File: config.mk
export PLATFORM = sky130hd
export DESIGN_NAME = alu_req_arbiter
export DESIGN_NICKNAME = d
export VERILOG_FILES = /design/src/rtl/alu_req_arbiter.sv
export SDC_FILE = /design/constraint.sdc
export NUM_CORES = 1
export LEC_CHECK = 0
export BUFFER_PORTS_ARGS = -buffer_cell sky130_fd_sc_hd__buf_4
export CORE_MARGIN = 2
export CORE_UTILIZATION = 44
export CTS_BUF_LIST = sky130_fd_sc_hd__clkbuf_4 sky130_fd_sc_hd__clkbuf_8
export DETAILED_ROUTE_END_ITERATION = 10
export PLACE_DENSITY = 0.82
export SYNTH_ARGS = -nofsm -noshare
export SYNTH_HDL_FRONTEND = slang
export SYNTH_SLANG_ARGS = --single-unit
File: constraint.sdc
create_clock -name CLK -period 2.1 [get_ports CLK]
set_clock_uncertainty 0.05 [all_clocks]
set_input_delay 0.105 -clock CLK [delete_from_list [all_inputs] [get_ports CLK]]
set_output_delay 0.105 -clock CLK [all_outputs]
set_load 0.01 [all_outputs]
File: src/rtl/alu_req_arbiter.sv
// alu_req_arbiter: round-robin sharing of one ALU between NUM_REQ requesters, one operation in flight.
// Optional feature macro ALU_ARB_ERR_BYPASS_EN: requests with INP_VALID=2'b00 are answered with ERR, never issued.
module alu_req_arbiter #(
    parameter int NUM_REQ = 4,
    parameter int WIDTH   = 8,
    parameter int STD_LAT = 1,
    parameter int MUL_LAT = 2
) (
    input  logic                       CLK,
    input  logic                       RST,
    input  logic [NUM_REQ-1:0]         REQ_VALID,
    output logic [NUM_REQ-1:0]         REQ_READY,
    input  logic [NUM_REQ*WIDTH-1:0]   REQ_OPA,
    input  logic [NUM_REQ*WIDTH-1:0]   REQ_OPB,
    input  logic [NUM_REQ-1:0]         REQ_CIN,
    input  logic [NUM_REQ-1:0]         REQ_MODE,
    input  logic [NUM_REQ*4-1:0]       REQ_CMD,
    input  logic [NUM_REQ*2-1:0]       REQ_INP_VALID,
    output logic                       ALU_CE,
    output logic [1:0]                 ALU_INP_VALID,
    output logic [WIDTH-1:0]           ALU_OPA,
    output logic [WIDTH-1:0]           ALU_OPB,
    output logic                       ALU_CIN,
    output logic                       ALU_MODE,
    output logic [3:0]                 ALU_CMD,
    input  logic [2*WIDTH-1:0]         ALU_RES,
    input  logic                       ALU_COUT,
    input  logic                       ALU_OFLOW,
    input  logic                       ALU_G,
    input  logic                       ALU_E,
    input  logic                       ALU_L,
    input  logic                       ALU_ERR,
    output logic                       RSP_VALID,
    input  logic                       RSP_READY,
    output logic [$clog2(NUM_REQ)-1:0] RSP_ID,
    output logic [2*WIDTH-1:0]         RSP_RES,
    output logic [5:0]                 RSP_FLAGS
);

    localparam int ID_W    = $clog2(NUM_REQ);
    localparam int MAX_LAT = (MUL_LAT > STD_LAT) ? MUL_LAT : STD_LAT;
    localparam int CNT_W   = $clog2(MAX_LAT + 1);

    localparam logic [1:0] S_IDLE  = 2'd0;
    localparam logic [1:0] S_ISSUE = 2'd1;
    localparam logic [1:0] S_WAIT  = 2'd2;
    localparam logic [1:0] S_RESP  = 2'd3;

    logic [1:0]         state_q, state_d;
    logic [ID_W-1:0]    rr_ptr_q, rr_ptr_d;
    logic [ID_W-1:0]    gnt_q, gnt_d;
    logic [CNT_W-1:0]   cnt_q, cnt_d;
    logic [WIDTH-1:0]   opa_q, opa_d;
    logic [WIDTH-1:0]   opb_q, opb_d;
    logic               cin_q, cin_d;
    logic               mode_q, mode_d;
    logic [3:0]         cmd_q, cmd_d;
    logic [1:0]         iv_q, iv_d;
    logic [2*WIDTH-1:0] res_q, res_d;
    logic [5:0]         flags_q, flags_d;

    logic               srch_hit_s;
    logic [ID_W-1:0]    srch_id_s;
    logic [ID_W-1:0]    idx_s;
    logic               accept_s;
    logic               bypass_s;
    logic               is_mul_s;
    logic [1:0]         req_iv_s;
    int                 idx_v;

    // Round-robin search: walk offsets high to low so the lowest offset from rr_ptr wins.
    always_comb begin
        srch_hit_s = 1'b0;
        srch_id_s  = '0;
        idx_v      = 0;
        idx_s      = '0;
        for (int k = NUM_REQ - 1; k >= 0; k--) begin
            idx_v = int'(rr_ptr_q) + k;
            if (idx_v >= NUM_REQ) begin
                idx_v = idx_v - NUM_REQ;
            end else begin
                idx_v = idx_v;
            end
            idx_s = idx_v[ID_W-1:0];
            if (REQ_VALID[idx_s]) begin
                srch_hit_s = 1'b1;
                srch_id_s  = idx_s;
            end else begin
                srch_hit_s = srch_hit_s;
            end
        end
    end

    assign accept_s = (state_q == S_IDLE) && srch_hit_s && !RST;
    assign req_iv_s = REQ_INP_VALID[int'(srch_id_s)*2 +: 2];
    assign is_mul_s = mode_q && ((cmd_q == 4'd9) || (cmd_q == 4'd10));

`ifdef ALU_ARB_ERR_BYPASS_EN
    assign bypass_s = (req_iv_s == 2'b00);
`else
    assign bypass_s = 1'b0;
`endif

    // Accept strobe to the granted requester only.
    always_comb begin
        REQ_READY = '0;
        if (accept_s) begin
            REQ_READY[srch_id_s] = 1'b1;
        end else begin
            REQ_READY = '0;
        end
    end

    // Next-state logic for the FSM, latched request and captured response.
    always_comb begin
        state_d  = state_q;
        rr_ptr_d = rr_ptr_q;
        gnt_d    = gnt_q;
        cnt_d    = cnt_q;
        opa_d    = opa_q;
        opb_d    = opb_q;
        cin_d    = cin_q;
        mode_d   = mode_q;
        cmd_d    = cmd_q;
        iv_d     = iv_q;
        res_d    = res_q;
        flags_d  = flags_q;
        case (state_q)
            S_IDLE: begin
                if (accept_s) begin
                    gnt_d = srch_id_s;
                    if (bypass_s) begin
                        res_d   = '0;
                        flags_d = 6'b000001;
                        state_d = S_RESP;
                    end else begin
                        opa_d   = REQ_OPA[int'(srch_id_s)*WIDTH +: WIDTH];
                        opb_d   = REQ_OPB[int'(srch_id_s)*WIDTH +: WIDTH];
                        cin_d   = REQ_CIN[srch_id_s];
                        mode_d  = REQ_MODE[srch_id_s];
                        cmd_d   = REQ_CMD[int'(srch_id_s)*4 +: 4];
                        iv_d    = req_iv_s;
                        state_d = S_ISSUE;
                    end
                end else begin
                    state_d = S_IDLE;
                end
            end
            S_ISSUE: begin
                cnt_d   = is_mul_s ? CNT_W'(MUL_LAT) : CNT_W'(STD_LAT);
                state_d = S_WAIT;
            end
            S_WAIT: begin
                cnt_d = cnt_q - 1'b1;
                if (cnt_q == CNT_W'(1)) begin
                    res_d   = ALU_RES;
                    flags_d = {ALU_COUT, ALU_OFLOW, ALU_G, ALU_E, ALU_L, ALU_ERR};
                    state_d = S_RESP;
                end else begin
                    state_d = S_WAIT;
                end
            end
            S_RESP: begin
                if (RSP_READY) begin
                    rr_ptr_d = (gnt_q == ID_W'(NUM_REQ - 1)) ? '0 : gnt_q + 1'b1;
                    state_d  = S_IDLE;
                end else begin
                    state_d = S_RESP;
                end
            end
            default: begin
                state_d = S_IDLE;
            end
        endcase
    end

    // State registers; reset drops any in-flight operation.
    always_ff @(posedge CLK) begin
        if (RST) begin
            state_q  <= S_IDLE;
            rr_ptr_q <= '0;
            gnt_q    <= '0;
            cnt_q    <= '0;
            opa_q    <= '0;
            opb_q    <= '0;
            cin_q    <= 1'b0;
            mode_q   <= 1'b0;
            cmd_q    <= 4'd0;
            iv_q     <= 2'b00;
            res_q    <= '0;
            flags_q  <= 6'd0;
        end else begin
            state_q  <= state_d;
            rr_ptr_q <= rr_ptr_d;
            gnt_q    <= gnt_d;
            cnt_q    <= cnt_d;
            opa_q    <= opa_d;
            opb_q    <= opb_d;
            cin_q    <= cin_d;
            mode_q   <= mode_d;
            cmd_q    <= cmd_d;
            iv_q     <= iv_d;
            res_q    <= res_d;
            flags_q  <= flags_d;
        end
    end

    // ALU operand registers hold their last values while CE is low.
    assign ALU_CE        = (state_q == S_ISSUE) || (state_q == S_WAIT);
    assign ALU_INP_VALID = ALU_CE ? iv_q : 2'b00;
    assign ALU_OPA       = opa_q;
    assign ALU_OPB       = opb_q;
    assign ALU_CIN       = cin_q;
    assign ALU_MODE      = mode_q;
    assign ALU_CMD       = cmd_q;

    assign RSP_VALID = (state_q == S_RESP);
    assign RSP_ID    = gnt_q;
    assign RSP_RES   = res_q;
    assign RSP_FLAGS = flags_q;

endmodule
### After elaboration in Yosys (flattened, before gate mapping)

Cells that the tools add are included.

| storage, ports and cells | value |
|---|---|
| bits in latches | 0 |
| word-level logic and storage cells | 89 |
| bits in registers | 54 |
| RAM bits | 0 |
| memories | 0 |
| ROM bits | 0 |
| output and inout bits | 54 |

| cells by class | value |
|---|---|
| mux-type cells | 35 |
| eq/ne operators | 7 |
| $mul | 0 |
| order comparisons | 10 |
| $add $sub $neg | 9 |
| reduce and logical (&&, ||, !) cells | 12 |
| bitwise logic cells | 0 |
| div/mod/pow operators | 0 |
| shift-type cells | 4 |

Operators with widths:

| operator | number |
|---|---|
| indexed part select 32 x 6 -> 8 bit | 2 |
| 2-to-1 mux 2 bit | 12 |
| indexed part select 16 x 5 -> 4 bit | 1 |
| less-than comparator 2 x 3 -> 1 bit, second input constant | 5 |
| 2-to-1 mux 1 bit | 13 |
| binary-select mux 1 bit (select 2 bit) | 6 |
| subtractor 2 x 1 -> 2 bit, second input constant | 5 |
| greater-or-equal comparator 3 bit, second input constant | 3 |
| equality test 4 bit, second input constant | 2 |
| case mux 2 bit (4 select lines) | 1 |
| indexed part select 8 x 4 -> 2 bit | 1 |
| adder 2 x 2 -> 3 bit, second input constant | 2 |
| equality test 2 bit, second input constant | 3 |
| AND reduction 2 bit | 3 |
| equality test 2 x 1 -> 1 bit, second input constant | 2 |
| logical AND 1 bit | 4 |
| 2-to-1 mux 4 bit | 1 |
| case mux 2 bit (2 select lines) | 1 |
| adder 2 x 1 -> 3 bit, second input constant | 1 |
| greater-or-equal comparator 2 x 3 -> 1 bit, second input constant | 1 |
| adder 2 x 1 -> 2 bit, second input constant | 1 |
| demux 1 bit (select 2 bit) | 1 |
| greater-or-equal comparator 2 x 1 -> 1 bit, second input constant | 1 |
| zero test 2 bit | 1 |
| 3 further kinds | 4 |

### Depth between registers and ports, before layout

| depth | value |
|---|---|
| word-level depth | 14 |
| depth in mapped cells | 8 |
| depth with buffers taken out | 6 |

### Least setup slack after synthesis

No wires, ideal clock.

| path | value |
|---|---|
| kind | register -> register |
| start | reg rr_ptr_q[1] |
| end | reg cmd_q[1] (netlist: ALU_CMD[1]) |
| path slack | 0.479 ns |
| cell stages (with the launch flop) | 8 |
| arrival | 1.444 ns |
| period minus slack after synthesis | 1.621 ns |
| path through | dfxtp_1 > mux2i_1 > nor2_1 > nor3_2 > buf_6 > buf_8 > mux2i_1 > o221ai_2 |

| between the ends | value |
|---|---|
| word-level cells in the longest chain between the ends | 12 |
| elaborated cells between the ends (all ways) | 35 |
| classes of those cells | add/sub (7); order compare (4); shift (1); mux (20); reduce/logical (3) |

RTL lines:

| item | RTL line | text |
|---|---|---|
| from (decl) | 50 | `logic [ID_W-1:0] rr_ptr_q, rr_ptr_d;` |
| from (signal assigned) | 194 | `rr_ptr_q <= rr_ptr_d;` |
| branches (longest 12 deep; another with adder 2 x 2 -> 3 bit) | n/a |  |
| to (signal assigned) | 201 | `cmd_q <= cmd_d;` |
| to (decl) | 57 | `logic [3:0] cmd_q, cmd_d;` |

Several ways; the timed one is not identified. The select of a mux whose other input is x is not followed.
A chain may end at the register's enable or synchronous reset.

### Final worst setup path

| path | value |
|---|---|
| start | reg rr_ptr_q[1] |
| end | out REQ_READY[1] |

| between the ends | value |
|---|---|
| word-level cells in the longest chain between the ends | 14 |
| elaborated cells between the ends (all ways) | 39 |
| classes of those cells | add/sub (7); order compare (6); mux (23); reduce/logical (3) |

RTL lines:

| item | RTL line | text |
|---|---|---|
| adder 2 x 2 -> 3 bit | 78 | `idx_v = int'(rr_ptr_q) + k;` |
| greater-or-equal comparator 3 bit / subtractor 2 x 1 -> 2 bit (equally long branches) | 79, 80 |  |
| 2-to-1 mux 2 bit | 79 | `if (idx_v >= NUM_REQ) begin` |
| binary-select mux 1 bit (select 2 bit) | 85 | `if (REQ_VALID[idx_s]) begin` |
| 2-to-1 mux 1 bit (not written as such) | 85 |  |
| 2-to-1 mux 2 bit (4 in a row) | 85 |  |
| less-than comparator 2 x 3 -> 1 bit (not written as such) / greater-or-equal comparator 2 x 1 -> 1 bit (equally long branches) | 108 | `REQ_READY[srch_id_s] = 1'b1;` |
| logical AND 1 bit (not written as such) | 108 |  |
| 2-to-1 mux 1 bit (not written as such) | 108 |  |
| demux 1 bit (select 2 bit) | 108 |  |
| 2-to-1 mux 4 bit * | 107 | `if (accept_s) begin` |
| to (decl) | 12 | `output logic [NUM_REQ-1:0] REQ_READY,` |

Every way passes the cells marked *; elsewhere a longest branch is shown, timed or not. The select of a mux whose other input is x is not followed.

==> results.yml <==
power_and_ir_drop:
  powerDensity_mw_per_mm2: 794
  p_total_mw: 3.60
  leakagePower_nw: 2.03
  clkPwrFrac_pct: 16.8
  seqPwrFrac_pct: 38.9
  p_int_mw: 2.31
  p_sw_mw: 1.29
  peakVddDrop_mv: 0.473
  switching_share_pct: 35.8
  power_frac_comb_pct: 44.2
flow_run:
  drv_cap: 0
layout:
  area_growth_pct: 59.2
  regArea_sq_mm: 0.00108
  instances_no_fill: 571
  final_nets: 624
  drive_gt1_share_pct: 44.7
  nFillCells: 515
  fin_util_pct: 71.9
  multi_input_area_sq_mm: 0.00156
  n_antenna_cell: 0
worst_hold_path:
  hold_path.class: "input pin to flip-flop"
floorplanning:
  die_y_microns: 84.5
  core_area_sq_mm: 0.00631
  fp-row-count: 29
  start_util_pct: 45.1
  die_width_microns: 84.5
  pin_count: 179
  die_area_sq_mm: 0.00714
clock_network:
  htreeDepth: 2
  cts_tree: "done"
  cts.sinks: 54
  cts-root-buf: "clkbuf_8"
  clk_path_buf_depth: 2
  path_clk_slew_ns: 0.10
  cts_buffers: 5
  clk_latency_ns: 0.32
global_route:
  grt_max_degree: 53
  grt_usage_pct: 25.9
  grt_pass1_wl_microns: 15000
  antenna_found_initial: 0
  grt_pass1_vias: 3043
  gr-total-overflow: 0
route:
  route.detailed.drc: 0
  routedWlPerCell_microns: 16.6
  avgViaCountPerCell: 5.18
  routed_wl_microns: 9490
  drt_iter0_markers: 138
  drtPass1Iterations: 4
  num_vias: 2960
  postRouteAntennaNets: 0
logic_synthesis:
  synth_area_per_cell_sq_um: 9.56
  synth_ff_type: "dfxtp_1"
  synth_seq_cells: 54
  yosys_warnings: 0
  synth_seq_area_share_pct: 37.9
  netlist_instances: 298
  async_flop_share_pct: 0
  yosysUniqueCellTypes: 28
  synthesis.nets: 429
  synth_edf_count: 0
  syn_area_sq_mm: 0.00285
timing:
  rsz0062_at_grt: "false"
  worst_pin_slew_ns: 0.449
  drv_slew: 0
  slew_headroom_pct: 70.0
  finalSetupViolCount: 0
  post-route-period-util_pct: 92.2
  fin_setup_tns_ns: 0
  max_freq_ghz: 0.516
  finalWorstSetupSlack_ns: 0.163
  period_minus_slack_ns: 1.94
  finalHoldViolCount: 0
placement:
  numPortBuffers: 178
  dpl.cell_count: 538
  post-place-ws_ns: 0.224
  gp_congestion: 0.878
  dp_hpwl_microns: 6500
worst_setup_path:
  critPathLaunchType: "flip-flop"
  crit_fanout: 13
  worst-setup-path-type: "flip-flop to output pin"
  endpoint_kind: "output pin"
  worstPathRequired_ns: 1.95
  worstPathArrival_ns: 1.78
status:
  status: "finished clean"
==> cell usage after synthesis (all sizes together), types with 2 or more instances <==
library cell  count  area, sq um
nand2            74          280
dfxtp            54         1080
mux2i            52          521
a21oi            30          150
o221ai           24          323
buf              14          175
nor2             12         45.0
clkbuf            8         30.0
ha                6         75.1
inv               6         22.5
a211oi            4         30.0
and2              3         18.8
nor3              2         15.0
==> layer usage <==
layer | up-vias | part of all wire [%] | GRT usage (%)
li1 | 1439 | - | -
met1 | 1406 | 40 | 30.4
met2 | 94 | 52 | 46.7
met3 | 21 | 4.5 | 4.03
met4 | 0 | 3.1 | 11.0
met5 | - | 0 | 0
==> worst paths after layout <==
check / to / cells past startpoint / start / slack, ns
max: REQ_READY[1] / 7 / rr_ptr_q[1] / 0.16
min: rr_ptr_q[1] / 3 / RSP_READY / 0.03
max reg2reg: ALU_CIN / 6 / rr_ptr_q[1] / 0.23
min reg2reg: RSP_FLAGS[3] / 2 / RSP_FLAGS[3] / 0.41
==> cell type report <==
type,count,area share [%]
inverters,6,0.496
repair buffers,210,37.1
clock inverters,3,0.579
multi-input cells,216,34.4
flip-flops and latches,54,23.9
well taps,77,2.12
clock buffers,5,1.52
==> state kept, by name (all words and copies together) (netlist names) <==
register,cells
RSP_RES,16
cnt_q,2
RSP_FLAGS,6
ALU_CMD,4
ALU_CIN,1
rr_ptr_q,2
ALU_MODE,1
ALU_OPA,8
RSP_ID,2
iv_q,2
state_q,2
ALU_OPB,8
==> cell usage in the layout (no fill, tap or decap), types with 2 or more instances in the layout <==
cell type and count:
mux2i_1 52, clkbuf_8 5, inv_1 6, and2_1 3, dlygate4sd3_1 22, buf_12 2, o221ai_2 18, dfxtp_1 53
nand2_1 73, o221ai_1 6, a211oi_1 4, buf_4 183, buf_6 2, clkinv_4 3, nor2_1 11, a21oi_1 30
ha_1 6
==> power groups by stage <==
stage	sequential, mW	combinational [mW]	clock [mW]
2_1_floorplan	1.48	0.815	0
3_3_place_gp	1.41	1.50	0
3_5_place_dp	1.42	1.53	0
4_1_cts	1.40	1.57	0.620
5_1_grt	1.43	1.73	0.652
6_report	1.40	1.59	0.607
==> worst max-delay path, cell delays in order, from the launching register on <==
cell and delay [ns]:
dfxtp_2 0.40, mux2i_1 0.19, nor2_1 0.08, nor3_4 0.26
clkbuf_16 0.25, inv_1 0.06, nor2_1 0.10, buf_4 0.13
==> cell families (layout without fill, tap and decap cells) <==
kind of cell / Yosys count / in the layout / share of synthesized area, %
flip-flops: 54 / 54 / 37.9
adder cells (fa/ha/maj): 6 / 6 / 2.63
multiplexers: 52 / 52 / 18.3
AND/OR/NAND/NOR: 97 / 97 / 14.0
buffers and inverters: 28 / 224 / 7.99
XOR/XNOR: 1 / 1 / 0.307
AO/OA/AOI/OAI: 60 / 60 / 18.9
==> stage by stage <==
step	cell area [sq um]	hold slack, ns
after floorplan	2850	0.191
after global placement	4180	0.303
after detailed placement	4180	0.310
after CTS	4500	0.0342
after global routing	4540	0.0549
final	4540	0.0304
==> repair_timing <==
| action | CTS | global route |
|---|---|---|
| hold endpoints to repair | 22 | 0 |
| cloned | 0 | 2 |
| endpoints found under the setup margin | 2 | 3 |
| hold buffers | 22 | 0 |
| buffers inserted | 1 | 0 |
| gates resized for setup | 0 | 4 |
| pin swaps | 1 | 1 |
(Power assumes the default switching activity.)
